[config.mk]
export PLATFORM = sky130hd
export DESIGN_NAME = router_out_arbiter
export DESIGN_NICKNAME = d
export VERILOG_FILES = /design/src/rtl/router_out_arbiter.sv
export SDC_FILE = /design/constraint.sdc
export NUM_CORES = 1
export LEC_CHECK = 0
export ABC_AREA = 1
export BUFFER_PORTS_ARGS = -buffer_cell sky130_fd_sc_hd__buf_4
export CORE_AREA = 2 2 98 100
export CTS_CLUSTER_SIZE = 16
export DETAILED_ROUTE_END_ITERATION = 8
export DIE_AREA = 0 0 100 102
export PLACE_DENSITY_LB_ADDON = 0.1
export SLEW_MARGIN = 15
export SYNTH_ARGS = -nofsm -noshare
export SYNTH_HDL_FRONTEND = slang
export SYNTH_SLANG_ARGS = --single-unit
export TNS_END_PERCENT = 30
[constraint.sdc]
create_clock -name clk_noc -period 3.3 [get_ports clk_noc]
set_clock_uncertainty 0.2 [all_clocks]
set_input_delay 0.825 -clock clk_noc [delete_from_list [all_inputs] [get_ports clk_noc]]
set_output_delay 0.825 -clock clk_noc [all_outputs]
set_load 0.01 [all_outputs]
[src/rtl/router_out_arbiter.sv]
// Per-output switch allocator: round-robin, packet-locked (wormhole) arbitration
// of NUM_INPUTS AXI-Stream inputs onto one registered output link.
module router_out_arbiter #(
    parameter int NUM_INPUTS  = 5,
    parameter int TDATA_WIDTH = 32,
    parameter int TID_WIDTH   = 2,
    parameter int TDEST_WIDTH = 4
) (
    input  logic                              clk_noc,
    input  logic                              rst,
    input  logic [NUM_INPUTS-1:0]             in_tvalid,
    output logic [NUM_INPUTS-1:0]             in_tready,
    input  logic [NUM_INPUTS*TDATA_WIDTH-1:0] in_tdata,
    input  logic [NUM_INPUTS-1:0]             in_tlast,
    input  logic [NUM_INPUTS*TID_WIDTH-1:0]   in_tid,
    input  logic [NUM_INPUTS*TDEST_WIDTH-1:0] in_tdest,
    output logic                              out_tvalid,
    input  logic                              out_tready,
    output logic [TDATA_WIDTH-1:0]            out_tdata,
    output logic                              out_tlast,
    output logic [TID_WIDTH-1:0]              out_tid,
    output logic [TDEST_WIDTH-1:0]            out_tdest,
    output logic [NUM_INPUTS-1:0]             grant,
    output logic                              busy
);

    localparam int IDX_W = $clog2(NUM_INPUTS);

    typedef enum logic {
        IDLE,
        LOCKED
    } state_t;

    state_t                  state, state_next;
    logic [NUM_INPUTS-1:0]   grant_next;
    logic [IDX_W-1:0]        idx, idx_next;
    logic [IDX_W-1:0]        last, last_next;
    logic [IDX_W-1:0]        pick;
    logic                    found;
    logic                    out_free;
    logic                    xfer;
    logic                    xfer_last;
    logic [TDATA_WIDTH-1:0]  sel_data;
    logic                    sel_last;
    logic [TID_WIDTH-1:0]    sel_id;
    logic [TDEST_WIDTH-1:0]  sel_dest;

    // Round-robin search: inputs above the pointer first, then wrap to 0..last.
    always_comb begin
        found = 1'b0;
        pick  = '0;
        for (int i = 0; i < NUM_INPUTS; i++) begin
            if (!found && in_tvalid[i] && i > int'(last)) begin
                found = 1'b1;
                pick  = IDX_W'(i);
            end
        end
        for (int i = 0; i < NUM_INPUTS; i++) begin
            if (!found && in_tvalid[i] && i <= int'(last)) begin
                found = 1'b1;
                pick  = IDX_W'(i);
            end
        end
    end

    always_comb begin
        sel_data = '0;
        sel_last = 1'b0;
        sel_id   = '0;
        sel_dest = '0;
        for (int i = 0; i < NUM_INPUTS; i++) begin
            if (idx == IDX_W'(i)) begin
                sel_data = in_tdata[i*TDATA_WIDTH +: TDATA_WIDTH];
                sel_last = in_tlast[i];
                sel_id   = in_tid[i*TID_WIDTH +: TID_WIDTH];
                sel_dest = in_tdest[i*TDEST_WIDTH +: TDEST_WIDTH];
            end
        end
    end

    assign out_free  = !out_tvalid || out_tready;
    assign in_tready = (state == LOCKED && out_free) ? grant : '0;
    assign xfer      = |(in_tvalid & in_tready);
    assign xfer_last = xfer && sel_last;
    assign busy      = (state == LOCKED);

    always_comb begin
        state_next = state;
        grant_next = grant;
        idx_next   = idx;
        last_next  = last;
        unique case (state)
            IDLE: begin
                if (found) begin
                    state_next = LOCKED;
                    grant_next = NUM_INPUTS'(1) << pick;
                    idx_next   = pick;
                end
            end
            LOCKED: begin
                if (xfer_last) begin
                    state_next = IDLE;
                    grant_next = '0;
                    last_next  = idx;
                end
            end
            default: begin
                state_next = IDLE;
                grant_next = '0;
            end
        endcase
    end

    always_ff @(posedge clk_noc) begin
        if (rst) begin
            state <= IDLE;
            grant <= '0;
            idx   <= '0;
            last  <= IDX_W'(NUM_INPUTS - 1);
        end else begin
            state <= state_next;
            grant <= grant_next;
            idx   <= idx_next;
            last  <= last_next;
        end
    end

    // Single output stage; load and drain in the same cycle keeps 1 flit/cycle.
    always_ff @(posedge clk_noc) begin
        if (rst) begin
            out_tvalid <= 1'b0;
            out_tdata  <= '0;
            out_tlast  <= 1'b0;
            out_tid    <= '0;
            out_tdest  <= '0;
        end else if (xfer) begin
            out_tvalid <= 1'b1;
            out_tdata  <= sel_data;
            out_tlast  <= sel_last;
            out_tid    <= sel_id;
            out_tdest  <= sel_dest;
        end else if (out_tvalid && out_tready) begin
            out_tvalid <= 1'b0;
        end
    end

endmodule

==> impl_metrics.tcl, run 1 <==
set metrics [dict create \
    first_global_vias 4200 \
    drive_above_1_share_pct 38.3 \
    min_path_type "reg -> reg" \
    firstDrtPassIters 5 \
    fin_crit_ns 2.38 \
    yosysWarnings 0 \
    antenna_cells 0 \
    avgSynthCellArea_um2 6.30 \
    syn_area_um2 3200 \
    fin_util_pct 57.1 \
    rsz0062_at_grt "false" \
    max_stage_delay_ns 0.15 \
    vias 4373 \
    dieArea_um2 10200 \
    grt_pass1_wl_mm 20.1 \
    grt-ovfl-total 0 \
    hp-start "out_tlast" \
    drtIter0Drc 136 \
    slowest_stage "buf_4" \
    power.total_w 0.00179 \
    cp_common_cell "buf_4" \
    status "finished clean" \
    h-tree-depth 2 \
    hold_violations 0 \
    tritoncts "yes" \
    max_freq_mhz 419 \
    grt_usage_pct 24.6 \
    worstSetupStartpoint "out_tready" \
    end_kind "output pin" \
    syn_inst 509 \
    dp_hpwl_mm 10.2 \
    core_um2 9110 \
    ys_ff_latch 52 \
    die_h_um 102 \
    cts_resized 0 \
    fin_nets 943 \
    areaGrowthSynthToFinish_pct 62.4 \
    drv_cap 0 \
    worstPathCellList "buf_4, inv_2, nand2_2, nand2_4, nor2_1, buf_4" \
    start_kind "input pin" \
    syn-num-nets 712 \
    critPathRequiredTime_ns 2.27 \
    max_slew_margin_pct 46.9 \
    ioPinCount 254 \
    grt_max_degree 52 \
    cts-hold-fix-buffers 0 \
    fin_cells 852 \
    routed_wl_mm 13.1 \
    post-route-period-util_pct 72.2 \
    numCtsBuffers 5 \
    netlist-cell-type-count 30 \
    post_cts_buffers 0 \
    cts_root_buffer "clkbuf_8" \
    seq_area_frac_synth_pct 32.5 \
    rows 35 \
    worstSetupPathType "in -> out" \
    clk_latency_ns 0.29 \
    p_leak_nw 2.60 \
    io_buffer_count 253 \
    clkTransAtPathRegs_ns 0.09 \
    drc_errors 0 \
    die_x_um 100 \
    gp_congestion 0.860 \
    wl_per_cell_um 15.4 \
    r2r-start "idx[0]" \
    setup_violations 0 \
    cp_max_fo 6 \
    final_max_slew_viol_count 0 \
    antenna_found_initial 0 \
    placedCellCount 844 \
    viasPerCell 5.13 \
    design_area_um2 5200 \
    fin_tns_setup_ns 0 \
    vdd_drop_max_mv 0.197 \
    clkSinkCount 52 \
    initial_core_util_pct 35.2 \
    pwr_density_cell_nw_per_um2 344 \
    critical_path_arrival_ns 1.36 \
    tightest_slew_ns 0.794 \
    clock_path_buffers 2 \
    ant_nets 0 \
    place_area_um2 5110 \
]
## kinds of logic (layout without fill, tap and decap cells)
kind of cell	after synthesis	in the layout	share of synthesized area [%]
compound gates	159	159	25.7
buf+inv	60	292	9.10
flops	52	52	32.5
simple gates	238	238	32.7
## cells in the final DEF, fill, tap and decap left out, drive strengths merged
master and count:
buf 260, nand2 159, a21oi 91, o21ai 53, dfxtp 52, nand3 39
inv 24, nor2 18, nand4 16, a31oi 12, clkbuf 8, nor3 5
a21boi 1, nand3b 1, o211ai 1, a221oi 1
## metal layers
metal	global-route usage, %	part of all wire, %
met1	29.1	41
met2	46.2	51
met3	4.45	6.4
met4	5.90	1.8
met5	0	0
## state kept, by name, summed over array words and instances (netlist names)
signal	cells
busy	1
out_tlast	1
out_tdest	4
out_tvalid	1
idx	3
last	3
out_tdata	32
out_tid	2
grant	5
## path summary, 6_finish.rpt
kind              endpoint  slack (ns)  cells past startpoint
max           in_tready[4]        0.92                      6
max reg2reg  out_tdata[26]        0.98                      6
min reg2reg      out_tlast        0.29                      2
min              out_tlast        0.29                      2
## cell type report
class	instances	area [µm²]
fill	929	3900
multi-input combinational	397	1890
timing repair buffer	260	1950
inverter	24	92.6
tap	111	139
sequential	52	1040
clock buffer	8	90.1
## stage by stage
| stage | setup WS (ns) | hold slack [ns] |
|---|---|---|
| finish | 0.916 | 0.288 |
| global route | 0.702 | 0.330 |
| CTS | 0.907 | 0.295 |
| detailed placement | 0.689 | 0.281 |
| global placement | 0.729 | 0.281 |
| floorplan | 1.10 | 0.265 |
## where the power goes
part | total (W) | switching [W] | internal [W]
clock network | 0.000371 | 0.000199 | 0.000172
logic | 0.000705 | 0.000359 | 0.000345
registers | 0.000715 | 0.0000340 | 0.000681
## Yosys cell counts
cell / instances / area share [%]
a21boi_0: 1 / 0.23
a21oi_1: 90 / 14
a21oi_2: 1 / 0.27
a221oi_1: 1 / 0.27
a31oi_1: 12 / 2.3
buf_1: 1 / 0.12
buf_2: 17 / 2.7
buf_4: 3 / 0.70
buf_6: 4 / 1.4
clkbuf_1: 10 / 1.2
clkbuf_2: 1 / 0.16
dfxtp_1: 52 / 32
inv_1: 18 / 2.1
inv_2: 5 / 0.59
inv_4: 1 / 0.20
nand2_1: 156 / 18
nand2_2: 1 / 0.20
nand2_4: 2 / 0.70
nand3_1: 38 / 5.9
nand3_2: 1 / 0.31
nand3b_1: 1 / 0.23
nand4_1: 16 / 3.1
nor2_1: 15 / 1.8
nor2_2: 3 / 0.59
nor3_1: 1 / 0.16
nor3_2: 3 / 0.94
nor3_4: 1 / 0.51
o211ai_1: 1 / 0.23
o21ai_0: 40 / 6.2
o21ai_1: 13 / 2.0
## worst max-delay path, delay by kind of cell
family	cells	cell delay (ns)
buffers and inverters	3	0.26
and+or+nand+nor	3	0.27
Power figures use the tool's default switching activity.
==> inputs of run 2 (changes only) <==
--- a/config.mk
+++ b/config.mk
@@ -5,7 +5,7 @@
 export SDC_FILE = /design/constraint.sdc
 export NUM_CORES = 1
 export LEC_CHECK = 0
-export ABC_AREA = 1
+export ABC_AREA = 0
 export BUFFER_PORTS_ARGS = -buffer_cell sky130_fd_sc_hd__buf_4
 export CORE_AREA = 2 2 98 100
 export CTS_CLUSTER_SIZE = 16
==> constraint.sdc (replaced) <==
create_clock -name clk_noc -period 2.4 [get_ports clk_noc]
set_clock_uncertainty 0.2 [all_clocks]
set_input_delay 0.6 -clock clk_noc [delete_from_list [all_inputs] [get_ports clk_noc]]
set_output_delay 0.6 -clock clk_noc [all_outputs]
set_load 0.01 [all_outputs]
==> impl_metrics.tcl, run 2 <==
set metrics [dict create \
    r2r_slack_ns 0.11 \
    comb_power_share_pct 33.6 \
    synth_most_common_cell "dfxtp_1" \
    synth-async-reset-ratio_pct 0 \
    synth.top_cell.area_share_pct 30.2 \
    drtIter0Drc 112 \
    first_global_vias 3717 \
    cts_root_buffer "clkbuf_8" \
    post_cts_buffers 0 \
    cts_resized 0 \
    status "finished clean" \
    pwr-share-clk_pct 23.0 \
    design_area_um2 5520 \
    seq_area_frac_synth_pct 30.2 \
    netlist-cell-type-count 42 \
    drc_errors 0 \
    critical_path_arrival_ns 2.29 \
    gp_congestion 0.851 \
    dp_hpwl_mm 9.78 \
    viasPerCell 5.55 \
    layout_common_cells "buf_4 (263), dfxtp_1 (50), a22oi_1 (41), nand2_1 (41), mux4_2 (39)" \
    clkTransAtPathRegs_ns 0.10 \
    switchingPower_w 0.000611 \
    top_regs "out_tdata: 32 flops, grant: 5 flops, out_tdest: 4 flops" \
    grt_usage_pct 22.9 \
    internal_power_w 0.00159 \
    areaGrowthSynthToFinish_pct 60.4 \
    dieArea_um2 10200 \
    rsz0062_at_grt "false" \
    syn-num-nets 531 \
    io_buffer_count 253 \
    clock_path_buffers 2 \
    yosysTopAreaCell "dfxtp_1" \
    vdd_drop_max_mv 0.224 \
    layout_commonest_cell "buf_4" \
    drv_cap 0 \
    numCtsBuffers 5 \
    critPathRequiredTime_ns 2.40 \
    min_path_type "reg -> reg" \
    routed_wl_mm 12.2 \
    fin_nets 767 \
    syn_area_um2 3440 \
    worstSetupPathType "reg -> reg" \
    largest_register "out_tdata" \
    clk_latency_ns 0.31 \
    grt-ovfl-total 0 \
    rows 35 \
    cts-hold-fix-buffers 0 \
    power.total_w 0.00220 \
    ioPinCount 254 \
    final_max_slew_viol_count 0 \
    cp_max_fo 10 \
    max_freq_mhz 438 \
    hold_violations 0 \
    yosys-top-cells-count "dfxtp_1 (52), a22oi_1 (41), nand2_1 (41)" \
    fin_crit_ns 2.29 \
    die_h_um 102 \
    wl_per_cell_um 18.0 \
    p_leak_nw 2.92 \
    antenna_found_initial 0 \
    synth.top_cells.by_area "dfxtp_1 (30%), mux4_2 (26%), o211a_1 (11%), a22oi_1 (8.9%), nand2_1 (4.5%)" \
    h-tree-depth 2 \
    ant_nets 0 \
    p_sw_share_pct 27.7 \
    holdWs_ns 0.284 \
    ys_ff_latch 52 \
    start_kind "register" \
    tritoncts "yes" \
    pwr_density_cell_nw_per_um2 398 \
    setup_violations 0 \
    yosysWarnings 0 \
    synth_edf_count 0 \
    die_x_um 100 \
    initial_core_util_pct 37.8 \
    firstDrtPassIters 4 \
    antenna_cells 0 \
    core_um2 9110 \
    tightest_slew_ns 0.719 \
    grt_max_degree 79 \
    grt_pass1_wl_mm 18.5 \
    fillCellCount 808 \
    post-route-period-util_pct 95.2 \
    max_slew_margin_pct 51.9 \
    p_seq_share_pct 43.4 \
    end_kind "register" \
    largest_reg_flops 32 \
    clkSinkCount 52 \
    place_area_um2 5440 \
    ys.flop_type "dfxtp_1" \
    avgSynthCellArea_um2 10.5 \
    vias 3750 \
    drive_above_1_share_pct 56.6 \
    syn_inst 328 \
]
run 2: worst max-delay path, stage by stage (launching register included):
cell	delay [ns]
dfxtp_1	0.53
inv_1	0.20
a211oi_4	0.26
nor2b_1	0.62
nor3b_2	0.13
a22o_1	0.25
run 2: kinds of logic (layout without fill, tap and decap cells):
logic type | Yosys count | count (layout) | share of synthesized area (%)
multiplexers | 42 | 42 | 26.4
buffers and inverters | 44 | 281 | 5.52
flip-flops | 52 | 52 | 30.2
adder cells (fa/ha/maj) | 1 | 1 | 0.291
AND/OR/NAND/NOR | 81 | 81 | 11.1
AO/OA/AOI/OAI | 108 | 108 | 26.5
run 2: area by class of cell:
cell class                      count  area, µm²  area share (%)
Multi-Input combinational cell    232       2220            40.3
Timing Repair Buffer              264       1990            36.1
Sequential cell                    52       1040            18.9
Tap cell                          111        139            2.51
Clock buffer                        6       72.6            1.31
Inverter                            9       33.8           0.612
Clock inverter                      2       16.3           0.294
run 2: stage by stage:
stage          util [%]  TNS, ns  setup WS [ns]  instances
3_3_place_gp       59.7  -0.0376        -0.0253        668
5_1_grt            60.6        0         0.0129        676
6_report           60.6        0          0.115        676
2_1_floorplan         -        0          0.270        328
4_1_cts            60.6        0          0.158        676
3_5_place_dp       59.7  -0.0152        -0.0152        668
run 2: routing by layer:
layer | GRT usage (%) | part of all wire (%)
met4 | 4.21 | 0.64
met1 | 28.3 | 39
met2 | 42.0 | 53
met5 | 0 | 0
met3 | 4.31 | 7.0
run 2: power groups by stage:
| stage | Sequential (W) | Clock, W | Combinational [W] |
|---|---|---|---|
| after detailed placement | 0.000975 | 0 | 0.000746 |
| after CTS | 0.000956 | 0.000516 | 0.000747 |
| after floorplan | 0.000983 | 0 | 0.000326 |
| after global placement | 0.000974 | 0 | 0.000732 |
| after global routing | 0.000964 | 0.000562 | 0.000800 |
| final | 0.000956 | 0.000507 | 0.000738 |
run 2: path summary, 6_finish.rpt:
kind / cells after the start / start / end
hold / removal: 2 / out_tlast / out_tlast
hold reg to reg: 2 / out_tlast / out_tlast
setup / recovery: 5 / busy / grant[4]
setup reg to reg: 5 / busy / grant[4]
